<file path="src/rtl/op_decoder.sv">
// TIS-100 node instruction decoder: splits a 21-bit instruction word into registered
// PC/ALU/register-file/mux control fields, one cycle after the word is presented.
module op_decoder (
  input  logic        clk,
  input  logic        rst,
  input  logic [20:0] op_code,
  output logic [2:0]  src,
  output logic [10:0] const_val,
  output logic [2:0]  dst,
  output logic [3:0]  pc_instr,
  output logic [1:0]  alu_instr,
  output logic [1:0]  registers_instr,
  output logic [1:0]  in_mux_sel,
  output logic        out_mux_sel,
  output logic        illegal
);

  typedef enum logic [3:0] {
    OP_NOP = 4'd0,  OP_MOV = 4'd1,  OP_SWP = 4'd2,  OP_SAV = 4'd3,
    OP_ADD = 4'd4,  OP_SUB = 4'd5,  OP_NEG = 4'd6,  OP_JMP = 4'd7,
    OP_JEZ = 4'd8,  OP_JNZ = 4'd9,  OP_JGZ = 4'd10, OP_JLZ = 4'd11,
    OP_JRO = 4'd12
  } opcode_e;

  logic [3:0] opc;
  logic [2:0] src_f;
  logic [2:0] dst_f;

  logic [3:0] pc_d;
  logic [1:0] alu_d;
  logic [1:0] regs_d;
  logic [1:0] in_d;
  logic [1:0] src_sel;
  logic       out_d;
  logic       ill_d;

  assign opc   = op_code[20:17];
  assign src_f = op_code[16:14];
  assign dst_f = op_code[2:0];

  // Operand select for instructions that actually consume src: every port source
  // (LEFT..ANY) collapses onto the single port-read input.
  always_comb begin
    case (src_f)
      3'd0:    src_sel = 2'd0;
      3'd1:    src_sel = 2'd1;
      3'd2:    src_sel = 2'd2;
      default: src_sel = 2'd3;
    endcase
  end

  always_comb begin
    pc_d   = 4'd0;
    alu_d  = 2'd0;
    regs_d = 2'd0;
    in_d   = 2'd2;
    out_d  = 1'b0;
    ill_d  = 1'b0;
    case (opc)
      OP_NOP: ;
      OP_MOV: begin
        in_d   = src_sel;
        regs_d = (dst_f == 3'd0) ? 2'd1 : 2'd0;
        out_d  = (dst_f >= 3'd2) && (dst_f <= 3'd6);
      end
      OP_SWP: regs_d = 2'd2;
      OP_SAV: regs_d = 2'd3;
      OP_ADD: begin
        alu_d  = 2'd1;
        regs_d = 2'd1;
        in_d   = src_sel;
      end
      OP_SUB: begin
        alu_d  = 2'd2;
        regs_d = 2'd1;
        in_d   = src_sel;
      end
      OP_NEG: begin
        alu_d  = 2'd3;
        regs_d = 2'd1;
      end
      OP_JMP: pc_d = 4'd1;
      OP_JEZ: pc_d = 4'd2;
      OP_JNZ: pc_d = 4'd3;
      OP_JGZ: pc_d = 4'd4;
      OP_JLZ: pc_d = 4'd5;
      OP_JRO: begin
        pc_d = 4'd6;
        in_d = src_sel;
      end
      // 13..15 decode as NOP apart from the flag
      default: ill_d = 1'b1;
    endcase
  end

  always_ff @(posedge clk) begin
    if (rst) begin
      src             <= 3'd0;
      const_val       <= 11'd0;
      dst             <= 3'd0;
      pc_instr        <= 4'd0;
      alu_instr       <= 2'd0;
      registers_instr <= 2'd0;
      in_mux_sel      <= 2'd0;
      out_mux_sel     <= 1'b0;
      illegal         <= 1'b0;
    end else begin
      src             <= src_f;
      const_val       <= op_code[13:3];
      dst             <= dst_f;
      pc_instr        <= pc_d;
      alu_instr       <= alu_d;
      registers_instr <= regs_d;
      in_mux_sel      <= in_d;
      out_mux_sel     <= out_d;
      illegal         <= ill_d;
    end
  end

endmodule

</file>
<file path="config.mk">
export PLATFORM = sky130hd
export DESIGN_NAME = op_decoder
export DESIGN_NICKNAME = d
export VERILOG_FILES = /design/src/rtl/op_decoder.sv
export SDC_FILE = /design/constraint.sdc
export NUM_CORES = 1
export LEC_CHECK = 0
export ABC_AREA = 1
export CAP_MARGIN = 25
export CORE_MARGIN = 5
export CORE_UTILIZATION = 62
export DETAILED_ROUTE_END_ITERATION = 12
export DONT_BUFFER_PORTS = 1
export PLACE_DENSITY = 0.79
export SYNTH_ARGS = -nofsm -noshare
export SYNTH_HDL_FRONTEND = slang
export SYNTH_SLANG_ARGS = --single-unit
</file>
<file path="constraint.sdc">
create_clock -name clk -period 1.1 [get_ports clk]
set_input_delay 0.055 -clock clk [delete_from_list [all_inputs] [get_ports clk]]
set_output_delay 0.055 -clock clk [all_outputs]
set_load 0.05 [all_outputs]
</file>
## After elaboration in Yosys (flattened, before gate mapping)

Cells that the tools add are included.
Widths: inputs -> output; s select.

| cells by class | value |
|---|---|
| multiply operators | 0 |
| add/sub/neg operators | 0 |
| divide/modulo/power cells | 0 |
| shift-type cells | 0 |
| equal/unequal tests | 14 |
| reductions and logical operators | 9 |
| magnitude comparators | 2 |
| bitwise gates (word level) | 2 |
| multiplexer cells | 7 |

Operator list:

| operator | number |
|---|---|
| $eq 4x4->1 const B | 5 |
| $pmux 3 s6 | 1 |
| $eq 4x3->1 const B | 4 |
| $reduce_or 13->1 | 1 |
| $pmux 2 s3 | 2 |
| $eq 4x2->1 const B | 2 |
| $pmux 2 s4 | 1 |
| $logic_not 3->1 | 2 |
| $eq 4x1->1 const B | 1 |
| $logic_not 4->1 | 1 |
| $reduce_or 2->1 | 2 |
| $reduce_or 4->1 | 1 |
| $eq 3x1->1 const B | 1 |
| $eq 3x2->1 const B | 1 |
| $ge 3x2->1 const B | 1 |
| $le 3x3->1 const B | 1 |
| $reduce_or 3->1 | 1 |
| $mux 1 | 2 |
| $mux 2 | 1 |
| $not 1->1 | 2 |
| $logic_and 1x1->1 | 1 |

| word-level totals | value |
|---|---|
| memories kept | 0 |
| output and inout bits | 29 |
| logic and storage cells | 44 |
| memory bits (read-only) | 0 |
| bits in writable memories | 0 |
| input port bits | 23 |
| register bits after elaboration | 29 |
| bits in latches | 0 |

## Depth between registers and ports, before layout

Gate-level depths: netlist of the first run.

| depth | value |
|---|---|
| depth after elaboration | 4 |
| depth in mapped cells | 6 |
| gate-level depth less buffers | 6 |

## Worst setup path before layout of the first run

OpenSTA, ideal clock, no wires.

| timing path | value |
|---|---|
| path type | flip-flop to output port |
| from | register alu_instr[0] |
| to | output port alu_instr[0] |
| cell stages (with the launch flop) | 1 |
| data arrival time | 587 ps |
| path buffers | 0 |
| data required time | 1,045 ps |
| path slack | 458 ps |
| cell sequence | dfxtp_1 |

RTL lines:

| item | RTL line | RTL |
|---|---|---|
| start, declared | 11 | `output logic [1:0] alu_instr,` |
| start signal, assigned | 112 | `alu_instr <= alu_d;` |

No word-level cell between the ends.

## Final worst setup path of the first run

| timing path | value |
|---|---|
| from | register in_mux_sel[1] |
| to | output port in_mux_sel[1] |

RTL lines:

| item | RTL line | RTL |
|---|---|---|
| start, declared | 13 | `output logic [1:0] in_mux_sel,` |
| start signal, assigned | 114 | `in_mux_sel <= in_d;` |

No word-level cell between the ends.

==> impl_metrics.csv, run 1 <==
group,metric,value,unit
floorplan,die-area,2330,µm²
status,status,"complete, no violations",
timing,max_slew.worst_pin.slew,0.631,ns
placement,port_buffers,0,
final_layout,syn_to_final_growth,41.4,%
final_layout,antenna-diode-count,0,
timing,hold_viol_final,0,
floorplan,initial_core_util,67.9,%
floorplan,die_h,48.2,µm
placement,gp_congestion,0.810,
power_and_ir_drop,ir_worst_vdd,1200,µV
cts,cts.sinks,28,
power_and_ir_drop,p_leak,0.633,nW
worst_setup_path,crit_arrival,0.97,ns
cts,clockBufferDepth,2,
worst_hold_path,min_to,"illegal",
worst_hold_path,hold_class,"primary input to flip-flop",
route,via_per_inst,5.29,
worst_setup_path,cp_max_fo,1,
power_and_ir_drop,power.total,1.93,mW
cts,clkTransAtPathRegs,0.14,ns
global_routing,grt_max_degree,17,
timing,grt_setup_unrepaired,"false",
final_layout,fin_nets,165,
logic_synthesis,synth_cells,107,
global_routing,grt_pass1_wl,4370,µm
timing,maxClockFrequency,973,MHz
route,ant_nets,0,
logic_synthesis,synth_seq_area_share,61.9,%
worst_setup_path,cp-start-kind,"flip-flop",
floorplan,die_x,48.2,µm
cts,numCtsBuffers,3,
timing,slew_headroom,57.9,%
final_layout,drive_gt1_share,8.51,%
timing,setup_tns,0,ns
floorplan,design.core.area,1330,µm²
worst_setup_path,cp_data_required_time,1.04,ns
final_layout,mostFrequentLayoutCells,"dlygate4sd3_1, dfxtp_1, nor2_1, inv_1, nand2_1",
timing,slew_violations,0,
logic_synthesis,ys_ff_latch,28,
route,drt_wl_total,2750,µm
worst_setup_path,end_kind,"output pin",
logic_synthesis,syn_avg_cell_area,8.47,µm²
route,wire_per_inst,17.6,µm
logic_synthesis,ys_types,17,
final_layout,layout_commonest_cell,"dlygate4sd3_1",
final_layout,n_fill_cell,30,
placement,post-dp-hpwl,1240,µm
route,via_count,825,
route,dr.pass1.iters,4,
global_routing,antenna_found_initial,0,
timing,setup_viol,0,
flow_run,drv_cap,0,
cts,cts-root-buf,"clkbuf_4",
logic_synthesis,syn_nets,130,
global_routing,grt_pass1_vias,869,
cts,cts_tree,"done",
power_and_ir_drop,powerDensity,1510,nW/µm²
floorplan,io_pins,52,
route,drcViolationCount,0,
cts,htree_levels,1,
floorplan,num_rows,13,
logic_synthesis,synth_area,906,µm²
global_routing,grt_usage,27.5,%
route,first_iter_violations,19,
timing,final.period_utilization,93.4,%
timing,period_needed,1.03,ns
worst_hold_path,hold_depth,2,
logic_synthesis,yosysWarnings,0,
worst_setup_path,critical_path_class,"flip-flop to output pin",
global_routing,grt_overflow,0,
worst_hold_path,min_from,"op_code[18]",
[sequential cells by signal, summed over array words and instances (netlist names), 2 cells and up]
name and flops:
dst 3, const_val 11, registers_instr 2, alu_instr 2, in_mux_sel 2, src 3, pc_instr 3
[how the worst max path moves through the flow]
stage                             start       endpoint  slack, ns  cells after the start
after floorplan            alu_instr[0]   alu_instr[0]       0.46                      0
after CTS                           rst  in_mux_sel[0]       0.02                      3
after global routing        pc_instr[1]    pc_instr[1]       0.03                      0
final                     in_mux_sel[1]  in_mux_sel[1]       0.07                      0
after global placement     alu_instr[1]   alu_instr[1]       0.44                      0
after detailed placement   alu_instr[1]   alu_instr[1]       0.44                      0
[logic make-up after synthesis]
| logic type | after synthesis | share of synthesized area, % |
|---|---|---|
| DFF | 28 | 61.9 |
| and+or+nand+nor | 46 | 21.4 |
| AOI/OAI and AO/OA | 6 | 4.70 |
| other | 1 | 0.414 |
| buffers and inverters | 26 | 11.6 |
[final cells by class]
type | instances | area (µm²) | share of cell area [%]
clock buffers | 4 | 36.3 | 2.83
inverters | 22 | 82.6 | 6.45
multi-input cells | 53 | 240 | 18.7
flip-flops and latches | 28 | 561 | 43.7
well taps | 15 | 18.8 | 1.46
repair buffers | 34 | 343 | 26.8
[power breakdown]
| group | internal [mW] | switching [mW] |
|---|---|---|
| clock | 0.202 | 0.273 |
| combinational | 0.111 | 0.0954 |
| sequential | 1.06 | 0.190 |
[through the flow]
stage	hold WS (ns)	instances	area, µm²	utilization, %	worst slack [ns]
2_1_floorplan	0.132	107	906	-	0.458
3_3_place_gp	0.123	118	902	67.6	0.437
3_5_place_dp	0.122	118	902	67.6	0.436
4_1_cts	0.0166	156	1280	95.9	0.0157
5_1_grt	0.0934	156	1280	96.1	0.0323
6_report	0.0397	156	1280	96.1	0.0723
[what timing repair did]
item                       CTS  global route
buffers inserted             0             0
gates resized for setup      0             1
hold buffers                34             0
setup endpoints to repair    0             1
hold endpoints to repair    28             0
[synth_stat cells]
master | instances | area (µm²)
buf_2 | 3 | 15.0
o21a_1 | 1 | 7.51
o21ai_0 | 1 | 5.00
nor2_2 | 3 | 18.8
dfxtp_1 | 28 | 561
inv_2 | 3 | 11.3
conb_1 | 1 | 3.75
a211oi_1 | 1 | 7.51
buf_4 | 1 | 7.51
nor3_1 | 2 | 10.0
inv_1 | 19 | 71.3
a21oi_1 | 1 | 5.00
nor4_1 | 3 | 18.8
a21oi_2 | 2 | 17.5
nor2_1 | 23 | 86.3
nand2_1 | 12 | 45.0
nand3_1 | 3 | 15.0
[metal layers]
| layer | GRT usage (%) | part of all wire (%) |
|---|---|---|
| met5 | 0 | 0 |
| met4 | 11.8 | 2.4 |
| met3 | 5.54 | 7.9 |
| met2 | 53.6 | 56 |
| met1 | 27.4 | 34 |
Note: power is estimated with default switching activity, not from simulation.
==> run 2: changes to the inputs <==
Settings changed: CORE_UTILIZATION 62 to 57, PLACE_DENSITY 0.79 to 0.73.
Clock period 1.1 ns to 1.07 ns, I/O delays scaled along.
==> run 2 against run 1 <==
Critical endpoint is now const_val[10]. Final area down 2.5%. Total power down 3.4%. Wire length down 23%.
==> impl_metrics.csv, run 2 (synthesis results as in run 1) <==
group,metric,value,unit
flow_run,drv_cap,0,
timing,setup_viol,0,
placement,port_buffers,0,
power_and_ir_drop,seqPwrFrac,68.9,%
power_and_ir_drop,internal_power,1.33,mW
global_routing,antenna_found_initial,0,
floorplan,io_pins,52,
global_routing,grt_pass1_wl,3300,µm
timing,slew_violations,0,
timing,max_slew.worst_pin.slew,0.583,ns
placement,post-dp-hpwl,1240,µm
placement,gp_congestion,0.777,
floorplan,die-area,2490,µm²
cts,post_cts_buffers,0,
global_routing,grt_usage,17.1,%
power_and_ir_drop,netSwitchingFraction,28.7,%
final_layout,largest_register,"const_val",
floorplan,die_x,49.9,µm
worst_setup_path,critical_path_class,"flip-flop to output pin",
worst_setup_path,cp-start-kind,"flip-flop",
worst_setup_path,cp_max_fo,1,
cts,clkTransAtPathRegs,0.13,ns
power_and_ir_drop,powerDensity,1500,nW/µm²
final_layout,fin_area,1250,µm²
status,status,"complete, no violations",
cts,cts-root-buf,"clkbuf_4",
timing,period_needed,1.02,ns
final_layout,mostFrequentLayoutCells,"dlygate4sd3_1, dfxtp_1, nor2_1, inv_1, nand2_1",
timing,setup_slack,0.0528,ns
cts,cts_tree,"done",
cts,numCtsBuffers,3,
worst_setup_path,crit_arrival,0.96,ns
power_and_ir_drop,combPwrFrac,10.3,%
timing,grt_setup_unrepaired,"false",
timing,maxClockFrequency,983,MHz
final_layout,syn_to_final_growth,37.8,%
power_and_ir_drop,net-switching-power,0.536,mW
placement,placed_cells,119,
final_layout,regArea,561,µm²
timing,final.period_utilization,95.1,%
placement,dp_slack,0.400,ns
floorplan,num_rows,14,
final_layout,layout_commonest_cell,"dlygate4sd3_1",
worst_hold_path,hold_class,"primary input to flip-flop",
timing,slew_headroom,61.1,%
route,drcViolationCount,0,
final_layout,fin_cells,154,
global_routing,grt_pass1_vias,749,
cts,htree_levels,1,
power_and_ir_drop,ir_worst_vdd,1180,µV
floorplan,design.core.area,1510,µm²
route,drt_wl_total,2120,µm
timing,hold_viol_final,0,
worst_hold_path,hold_depth,2,
final_layout,antenna-diode-count,0,
final_layout,multi_input_area,240,µm²
placement,place_area,903,µm²
final_layout,drive_gt1_share,7.97,%
worst_setup_path,end_kind,"output pin",
route,via_per_inst,4.85,
cts,clockBufferDepth,2,
route,wire_per_inst,13.8,µm
route,first_iter_violations,14,
floorplan,die_h,49.9,µm
worst_hold_path,min_to,"illegal",
timing,setup_tns,0,ns
worst_hold_path,min_from,"op_code[18]",
final_layout,largest_reg_flops,11,
final_layout,n_fill_cell,90,
global_routing,grt_overflow,0,
route,via_count,747,
worst_setup_path,cp_data_required_time,1.02,ns
floorplan,initial_core_util,60.1,%
cts,cts.sinks,28,
global_routing,grt_max_degree,17,
route,ant_nets,0,
final_layout,fin_nets,163,
power_and_ir_drop,p_leak,0.617,nW
power_and_ir_drop,power_frac_clock,20.8,%
route,dr.pass1.iters,4,
-- run 2: cell types whose count changed in the layout (fill, tap and decap cells not counted) --
cell           change
dlygate4sd3_1      -2
clkbuf_8           -1
-- run 2: timing repair --
item | CTS | global route
setup endpoints to repair | 0 | 1
gates resized for setup | 0 | 1
hold buffers | 31 | 1
hold endpoints to repair | 28 | 1
-- run 2: worst max path at each step --
stage                  startpoint                 end  slack, ns  depth (start not counted)
3_5_place_dp         alu_instr[1]        alu_instr[1]       0.40                          0
3_3_place_gp   registers_instr[0]  registers_instr[0]       0.41                          0
6_report            const_val[10]       const_val[10]       0.05                          0
4_1_cts                       rst       in_mux_sel[0]       0.03                          3
2_1_floorplan        alu_instr[0]        alu_instr[0]       0.43                          0
5_1_grt             const_val[10]       const_val[10]      0.009                          0
-- run 2: area by class of cell --
cell class | count | area share, %
multi-input combinational | 53 | 19.2
timing repair buffer | 32 | 25.9
tap | 16 | 1.60
inverter | 22 | 6.61
sequential | 28 | 44.9
clock buffer | 3 | 1.80
-- run 2: power by group through the flow --
stage               sequential [mW]  combinational [mW]  clock [mW]
floorplan                      1.30              0.0895           0
global placement               1.31              0.0801           0
detailed placement             1.31              0.0829           0
CTS                            1.29               0.184       0.407
global route                   1.29               0.214       0.454
finish                         1.29               0.193       0.389
-- run 2: per-stage QoR --
| step | power [mW] | util (%) | hold WS [ns] |
|---|---|---|---|
| after floorplan | 1.39 | - | 0.131 |
| after global placement | 1.39 | 60.0 | 0.123 |
| after detailed placement | 1.39 | 60.0 | 0.122 |
| after CTS | 1.88 | 82.1 | 0.00532 |
| after global routing | 1.96 | 82.9 | 0.0351 |
| final | 1.87 | 82.9 | 0.0472 |
-- run 2: per-layer routing --
metal / vias up / track usage [%] / share of wire (%)
li1: 379 / - / -
met1: 340 / 17.7 / 37
met2: 28 / 30.9 / 54
met3: 0 / 6.63 / 8.3
met4: 0 / 5.24 / 0
met5: - / 0 / 0
